===== src/rtl/hcsr04_pkg.sv =====
// rtl/hcsr04_pkg.sv - shared state codes, widths, defaults and BCD conversion
package hcsr04_pkg;

    // FSM state codes, also exported on db_estado
    localparam logic [3:0] ST_INICIAL      = 4'b0000;
    localparam logic [3:0] ST_ESPERA       = 4'b0001;
    localparam logic [3:0] ST_MEDE_TRIGGER = 4'b0010;
    localparam logic [3:0] ST_CALCULA      = 4'b0011;
    localparam logic [3:0] ST_ATRASO       = 4'b0100;
    localparam logic [3:0] ST_ECO          = 4'b0101;
    localparam logic [3:0] ST_FIM          = 4'b0110;

    // Timing defaults for a 50 MHz clock
    localparam int CICLOS_TRIGGER_MIN_DEF = 500;
    localparam int CICLOS_ATRASO_DEF      = 20000;
    localparam int CICLOS_POR_CM_DEF      = 2941;
    localparam int DIST_MAX_DEF           = 400;
    localparam int CICLOS_TIMEOUT_DEF     = 1900000;

    localparam int W_DIST_BCD = 12;
    localparam int W_DIST_BIN = 9;
    localparam int W_LARGURA  = 22;

    typedef struct packed {
        logic                  valido;
        logic [W_DIST_BIN-1:0] cm;
    } dist_t;

    // Three BCD digits to binary centimetres. Any digit above 9 marks the
    // value invalid, so the 10-bit sum only has to be right for 0..999.
    function automatic dist_t bcd_para_bin(input logic [W_DIST_BCD-1:0] bcd,
                                           input int dist_max);
        logic [3:0] c;
        logic [3:0] d;
        logic [3:0] u;
        logic [9:0] soma;
        dist_t      r;
        c        = bcd[11:8];
        d        = bcd[7:4];
        u        = bcd[3:0];
        soma     = 10'(c) * 10'd100 + 10'(d) * 10'd10 + 10'(u);
        r.cm     = soma[W_DIST_BIN-1:0];
        r.valido = (c <= 4'd9) && (d <= 4'd9) && (u <= 4'd9) &&
                   (soma != 10'd0) && (int'(soma) <= dist_max);
        return r;
    endfunction

endpackage


===== src/rtl/hcsr04_emulador_if.sv =====
// rtl/hcsr04_emulador_if.sv - trigger/echo bus between range meter and sensor
interface hcsr04_emulador_if;
    import hcsr04_pkg::*;

    logic                  trigger;
    logic [W_DIST_BCD-1:0] distancia;
    logic                  echo;
    logic                  ocupado;
    logic [3:0]            db_estado;

    // Range meter side: fires trigger, selects distance, watches echo
    modport master (
        output trigger,
        output distancia,
        input  echo,
        input  ocupado,
        input  db_estado
    );

    // Sensor emulator side
    modport slave (
        input  trigger,
        input  distancia,
        output echo,
        output ocupado,
        output db_estado
    );

endinterface


===== src/rtl/contador_largura.sv =====
// rtl/contador_largura.sv - loadable down-counter with zero flag for interval timing
module contador_largura
    import hcsr04_pkg::*;
(
    input  logic                 clock,
    input  logic                 reset,
    input  logic                 i_load,
    input  logic                 i_enable,
    input  logic [W_LARGURA-1:0] i_valor,
    output logic                 o_zero
);

    logic [W_LARGURA-1:0] r_contagem;

    // Load has priority; otherwise count down while enabled
    always_ff @(posedge clock or posedge reset) begin
        if (reset) begin
            r_contagem <= '0;
        end else if (i_load) begin
            r_contagem <= i_valor;
        end else if (i_enable) begin
            r_contagem <= r_contagem - W_LARGURA'(1);
        end
    end

    assign o_zero = (r_contagem == '0);

endmodule


===== src/rtl/hcsr04_emulador.sv =====
// rtl/hcsr04_emulador.sv - HC-SR04 responder: trigger in, distance-coded echo out
module hcsr04_emulador
    import hcsr04_pkg::*;
#(
    parameter int CICLOS_TRIGGER_MIN = CICLOS_TRIGGER_MIN_DEF,
    parameter int CICLOS_ATRASO      = CICLOS_ATRASO_DEF,
    parameter int CICLOS_POR_CM      = CICLOS_POR_CM_DEF,
    parameter int DIST_MAX           = DIST_MAX_DEF,
    parameter int CICLOS_TIMEOUT     = CICLOS_TIMEOUT_DEF
)(
    input  logic               clock,
    input  logic               reset,
    hcsr04_emulador_if.slave   bus
);

    localparam int                  W_TRIG   = $clog2(CICLOS_TRIGGER_MIN + 1);
    localparam logic [W_TRIG-1:0]   TRIG_MIN = W_TRIG'(CICLOS_TRIGGER_MIN);

    logic [3:0]            r_estado;
    logic [W_TRIG-1:0]     r_cont_trig;
    logic [W_DIST_BCD-1:0] r_dist_bcd;
    logic [W_LARGURA-1:0]  r_largura;

    dist_t                 w_dist;
    logic                  w_load;
    logic                  w_enable;
    logic                  w_zero;
    logic [W_LARGURA-1:0]  w_valor;

    assign w_dist = bcd_para_bin(r_dist_bcd, DIST_MAX);

    // The shared counter is loaded with N-1 so that the zero flag marks the
    // last clock of an N-clock interval: delay on entering atraso, echo
    // width on the atraso->eco transition.
    assign w_load   = (r_estado == ST_CALCULA) || ((r_estado == ST_ATRASO) && w_zero);
    assign w_valor  = (r_estado == ST_CALCULA) ? W_LARGURA'(CICLOS_ATRASO - 1)
                                               : r_largura - W_LARGURA'(1);
    assign w_enable = ((r_estado == ST_ATRASO) || (r_estado == ST_ECO)) && !w_zero;

    contador_largura u_contador (
        .clock    (clock),
        .reset    (reset),
        .i_load   (w_load),
        .i_enable (w_enable),
        .i_valor  (w_valor),
        .o_zero   (w_zero)
    );

    // Main sequencer: trigger qualification, distance latch, delay and echo
    always_ff @(posedge clock or posedge reset) begin
        if (reset) begin
            r_estado    <= ST_INICIAL;
            r_cont_trig <= '0;
            r_dist_bcd  <= '0;
            r_largura   <= '0;
        end else begin
            case (r_estado)
                ST_INICIAL: begin
                    r_estado <= ST_ESPERA;
                end
                ST_ESPERA: begin
                    // The first high sample already counts toward the minimum
                    r_cont_trig <= bus.trigger ? W_TRIG'(1) : '0;
                    if (bus.trigger) begin
                        r_estado <= ST_MEDE_TRIGGER;
                    end
                end
                ST_MEDE_TRIGGER: begin
                    if (bus.trigger) begin
                        if (r_cont_trig != TRIG_MIN) begin
                            r_cont_trig <= r_cont_trig + W_TRIG'(1);
                        end
                    end else if (r_cont_trig == TRIG_MIN) begin
                        r_dist_bcd <= bus.distancia;
                        r_estado   <= ST_CALCULA;
                    end else begin
                        r_estado <= ST_ESPERA;
                    end
                end
                ST_CALCULA: begin
                    r_largura <= w_dist.valido
                               ? W_LARGURA'(int'(w_dist.cm) * CICLOS_POR_CM)
                               : W_LARGURA'(CICLOS_TIMEOUT);
                    r_estado  <= ST_ATRASO;
                end
                ST_ATRASO: begin
                    if (w_zero) begin
                        r_estado <= ST_ECO;
                    end
                end
                ST_ECO: begin
                    if (w_zero) begin
                        r_estado <= ST_FIM;
                    end
                end
                ST_FIM: begin
                    r_estado <= ST_ESPERA;
                end
                default: begin
                    r_estado <= ST_INICIAL;
                end
            endcase
        end
    end

    // Outputs decode the state register directly so an async reset clears them at once
    assign bus.echo      = (r_estado == ST_ECO);
    assign bus.ocupado   = (r_estado == ST_CALCULA) || (r_estado == ST_ATRASO) ||
                           (r_estado == ST_ECO)     || (r_estado == ST_FIM);
    assign bus.db_estado = r_estado;

endmodule


===== src/flat_wrapper.sv =====
// flat-port wrapper written by rule: the top's interface ports become plain ports
module hcsr04_emulador_flat import hcsr04_pkg::*;
#(
    parameter int CICLOS_TRIGGER_MIN = CICLOS_TRIGGER_MIN_DEF,
    parameter int CICLOS_ATRASO      = CICLOS_ATRASO_DEF,
    parameter int CICLOS_POR_CM      = CICLOS_POR_CM_DEF,
    parameter int DIST_MAX           = DIST_MAX_DEF,
    parameter int CICLOS_TIMEOUT     = CICLOS_TIMEOUT_DEF
)
  (clock, reset, bus_trigger, bus_distancia, bus_echo, bus_ocupado, bus_db_estado);
  hcsr04_emulador_if bus_i ();
  input  logic clock;
  input  logic reset;
  input wire logic [$bits(bus_i.trigger)-1:0] bus_trigger;
  input wire logic [$bits(bus_i.distancia)-1:0] bus_distancia;
  output wire logic [$bits(bus_i.echo)-1:0] bus_echo;
  output wire logic [$bits(bus_i.ocupado)-1:0] bus_ocupado;
  output wire logic [$bits(bus_i.db_estado)-1:0] bus_db_estado;
  assign bus_i.trigger = bus_trigger;
  assign bus_i.distancia = bus_distancia;
  assign bus_echo = bus_i.echo;
  assign bus_ocupado = bus_i.ocupado;
  assign bus_db_estado = bus_i.db_estado;
  hcsr04_emulador #(.CICLOS_TRIGGER_MIN(CICLOS_TRIGGER_MIN), .CICLOS_ATRASO(CICLOS_ATRASO), .CICLOS_POR_CM(CICLOS_POR_CM), .DIST_MAX(DIST_MAX), .CICLOS_TIMEOUT(CICLOS_TIMEOUT)) u_core (.clock(clock), .reset(reset), .bus(bus_i));
endmodule

===== config.mk =====
export PLATFORM = sky130hd
export DESIGN_NAME = hcsr04_emulador_flat
export DESIGN_NICKNAME = d
export VERILOG_FILES = /design/src/rtl/hcsr04_pkg.sv /design/src/rtl/hcsr04_emulador_if.sv /design/src/rtl/contador_largura.sv /design/src/rtl/hcsr04_emulador.sv /design/src/flat_wrapper.sv
export SDC_FILE = /design/constraint.sdc
export NUM_CORES = 1
export LEC_CHECK = 0
export BUFFER_PORTS_ARGS = -buffer_cell sky130_fd_sc_hd__buf_2
export CORE_ASPECT_RATIO = 1.25
export CORE_MARGIN = 1.5
export CORE_UTILIZATION = 25
export DETAILED_ROUTE_END_ITERATION = 10
export GPL_TIMING_DRIVEN = 0
export SLEW_MARGIN = 20
export SYNTH_ARGS = -nofsm -noshare
export SYNTH_HDL_FRONTEND = slang
export SYNTH_SLANG_ARGS = --single-unit
export TNS_END_PERCENT = 5

===== constraint.sdc =====
create_clock -name clock -period 12 [get_ports clock]
set_clock_uncertainty 0.2 [all_clocks]
set_input_delay 0 -clock clock [delete_from_list [all_inputs] [get_ports clock]]
set_output_delay 0 -clock clock [all_outputs]
set_load 0.1 [all_outputs]

==> results.py <==
metrics = {
    "floorplanning": {
        "start_util": 0.253,
        "die_area_sq_um": 28100,
        "boundaryPins": 21,
        "die_x_um": 150,
        "rows": 67,
        "die_h_um": 187,
        "core_sq_um": 26700,
    },
    "clock_network": {
        "cts_max_level": 3,
        "numCtsBuffers": 9,
        "clock_sinks": 67,
        "cts_resized": 0,
        "worstSkewPairLatency_ps": 330,
        "cts_tree": "yes",
        "clk_pin_slew_ps": 60,
        "clockBufferDepth": 2,
        "cts_root_buf": "clkbuf_16",
    },
    "placement": {
        "gp_congestion": 0.889,
        "placed_area_sq_um": 7320,
        "portBuffers": 18,
        "dpl.hpwl_um": 12200,
    },
    "power": {
        "vdd_drop_max_mv": 0.0759,
        "pwr_density_cell_nw_per_um2": 104,
        "p_leak_nw": 3.45,
    },
    "synthesis": {
        "synth_flop_cell": "dfrtp_1",
        "async_flop_share": 1.00,
        "avgSynthCellArea_sq_um": 9.08,
        "postSynthCellCount": 746,
        "yosys_warnings": 0,
        "synth-seq-cells": 67,
        "synth-edff-count": 0,
        "synth.yosys.seq_area_share": 0.248,
        "synthesis.nets": 888,
        "synth_cell_types": 67,
        "netlist_area_sq_um": 6770,
    },
    "timing": {
        "setup_viol": 0,
        "post-route-period-util": 0.616,
        "max_freq_mhz": 135,
        "fin_tns_setup_ps": 0,
        "maxSlewViolCount": 0,
        "period_minus_slack_ps": 7400,
        "tightest_slew_ps": 1110,
        "relSlewSlack": 0.257,
        "hold_viol": 0,
        "rsz0062_at_grt": "false",
    },
    "detailed_routing": {
        "wl_per_cell_um": 13.0,
        "ant_nets": 0,
        "dr.pass1.iters": 4,
        "drt-total-wl_um": 14800,
        "viasPerCell": 4.61,
        "drc": 0,
        "drt_iter0_markers": 160,
        "vias": 5254,
    },
    "global_routing": {
        "grt_pass1_vias": 5409,
        "grt_max_degree": 36,
        "grt_pass1_wl_um": 25400,
        "gr-usage-all-layers": 0.111,
        "grt_antenna_before_repair": 0,
        "grt_remaining_overflow": 0,
    },
    "run": {
        "cap_violations": 0,
    },
    "setup_path": {
        "arrival_ps": 7460,
        "rr_startpoint": "u_core.r_dist_bcd[5]",
        "worst_setup_path_end_kind": "flip-flop",
        "rrSetupSlack_ps": 4600,
        "r2r_cells": 25,
        "start_kind": "flip-flop",
        "cp_max_fo": 5,
        "crit_type": "flip-flop to flip-flop",
        "reg2reg_to": "u_core.r_largura[18]",
        "cp.required_ps": 12060,
    },
    "finish": {
        "multi_input_area_sq_um": 4530,
        "nets": 932,
        "fin_area_sq_um": 7740,
        "syn2layout_area_growth_pct": 14.2,
        "final_core_util": 0.289,
        "drive_gt1_frac": 0.0780,
        "fill_cells": 2809,
        "register_area_sq_um": 1680,
        "diodes": 0,
    },
    "min_path": {
        "hold_class": "input port to asynchronous set/reset pin",
    },
    "run_status": {
        "status": "complete, no violations",
    },
}
==> through the flow <==
stage	setup WS [ps]	std cells	total power, mW	hold WS [ps]
floorplan	5240	746	0.499	-77.5
global placement	4640	1109	0.561	11.6
detailed placement	4590	1110	0.566	-155
CTS	4530	1140	0.816	25.3
global route	4190	1140	0.855	67.2
finish	4600	1140	0.808	19.9
==> per-layer routing <==
| layer | share of wire | global-route usage | vias to the layer above |
|---|---|---|---|
| met5 | 0 | 0 | - |
| met4 | 0.027 | 0.0426 | 0 |
| met3 | 0.015 | 0.0110 | 30 |
| met2 | 0.54 | 0.209 | 67 |
| met1 | 0.42 | 0.125 | 2529 |
| li1 | - | - | 2628 |
==> registers in the layout (all words and copies together) (netlist names) <==
signal	cells
u_core.r_largura	21
u_core.u_contador.r_contagem	22
u_core.r_cont_trig	9
u_core.r_dist_bcd	12
u_core.bus.db_estado	3
==> synth_stat cells, types with 3 or more instances <==
| cell type | count | area share |
|---|---|---|
| a22oi_1 | 4 | 0.0044 |
| xnor2_1 | 34 | 0.044 |
| clkbuf_1 | 19 | 0.011 |
| xor2_1 | 23 | 0.030 |
| mux2_2 | 7 | 0.012 |
| nor3b_1 | 5 | 0.0055 |
| inv_1 | 126 | 0.070 |
| and2_1 | 4 | 0.0037 |
| o21ai_1 | 20 | 0.015 |
| a21o_1 | 3 | 0.0033 |
| o22ai_1 | 10 | 0.0092 |
| or4_4 | 3 | 0.0050 |
| nor3_1 | 17 | 0.013 |
| nand2_1 | 42 | 0.023 |
| a31oi_1 | 3 | 0.0028 |
| o211ai_1 | 6 | 0.0066 |
| fa_1 | 43 | 0.13 |
| nand4_1 | 12 | 0.011 |
| dfrtp_1 | 67 | 0.25 |
| a211oi_1 | 5 | 0.0055 |
| o22a_1 | 12 | 0.016 |
| a21oi_1 | 28 | 0.021 |
| nor4_1 | 6 | 0.0055 |
| nand3b_1 | 4 | 0.0044 |
| o21ai_0 | 16 | 0.012 |
| nand3_1 | 19 | 0.014 |
| o31ai_1 | 5 | 0.0055 |
| ha_1 | 84 | 0.16 |
| and3_1 | 3 | 0.0028 |
| or3_1 | 9 | 0.0083 |
| a21boi_0 | 3 | 0.0033 |
| nor4_2 | 3 | 0.0055 |
| o2111ai_1 | 4 | 0.0052 |
| nand2b_1 | 6 | 0.0055 |
| nor2_1 | 39 | 0.022 |
| nor2b_1 | 9 | 0.0083 |
| or4_1 | 3 | 0.0033 |
==> area by class of cell <==
| cell class | count | area share |
|---|---|---|
| multi-input cells | 532 | 0.586 |
| flip-flops and latches | 67 | 0.217 |
| inverters | 126 | 0.0615 |
| well taps | 345 | 0.0558 |
| repair buffers | 33 | 0.0323 |
| clock buffers | 9 | 0.0291 |
| plain buffers | 21 | 0.0116 |
| clock inverters | 7 | 0.00679 |
==> power breakdown <==
| group | internal [mW] | switching [mW] |
|---|---|---|
| combinational | 0.0816 | 0.189 |
| sequential | 0.259 | 0.0364 |
| clock | 0.140 | 0.102 |
| total | 0.480 | 0.327 |
==> layout by cell type, fill, tap and decap left out, types with 9 or more instances in the layout <==
cell           instances
nor3_1                17
clkbuf_1              19
o22ai_1               10
a21oi_1               28
o22a_1                12
nand2_1               42
o21ai_1               20
xor2_1                23
xnor2_1               34
fa_1                  43
ha_1                  84
nand3_1               19
nand4_1               12
nor2b_1                9
nor2_1                39
dlygate4sd3_1         14
dfrtp_1               67
buf_2                 18
clkbuf_16              9
or3_1                  9
inv_1                125
o21ai_0               16
==> kinds of logic (layout without fill, tap and decap cells) <==
| group | count (synthesis) | after routing | share of synthesized area |
|---|---|---|---|
| fa+ha+maj | 127 | 127 | 0.282 |
| flops | 67 | 67 | 0.248 |
| xor+xnor | 57 | 57 | 0.0737 |
| simple gates | 198 | 198 | 0.161 |
| compound gates | 139 | 139 | 0.136 |
| buf+inv | 147 | 196 | 0.0831 |
| other cells | 1 | 1 | 0.000554 |
| mux | 10 | 10 | 0.0163 |
==> worst max path at each step <==
stage / from / end / slack [ps] / cells after the start
3_3_place_gp: u_core.r_dist_bcd[5] / u_core.r_largura[18] / 4640 / 25
4_1_cts: u_core.r_dist_bcd[5] / u_core.r_largura[18] / 4530 / 25
2_1_floorplan: u_core.r_dist_bcd[5] / u_core.r_largura[20] / 5240 / 25
5_1_grt: u_core.r_dist_bcd[5] / u_core.r_largura[18] / 4190 / 25
6_report: u_core.r_dist_bcd[5] / u_core.r_largura[18] / 4600 / 25
3_5_place_dp: u_core.r_dist_bcd[5] / u_core.r_largura[18] / 4590 / 25
==> critical path: stages, from the launching register on <==
cell	delay [ps]
dfrtp_1	440
ha_1	310
ha_1	170
inv_1	60
fa_1	370
xnor2_1	140
ha_1	310
ha_1	350
o21ai_0	120
or4b_1	480
o2111ai_1	280
inv_1	250
fa_1	550
fa_1	500
inv_1	60
fa_1	530
inv_1	50
fa_1	520
inv_1	40
ha_1	340
nand2_1	100
a311oi_1	330
o21ai_0	180
and4_1	210
a311oi_1	270
o22a_1	160
==> what timing repair did <==
action	CTS	global route
buffers inserted	0	0
hold buffers	14	0
hold endpoints to repair	83	0
No activity file was read; power rests on OpenSTA's default activity.
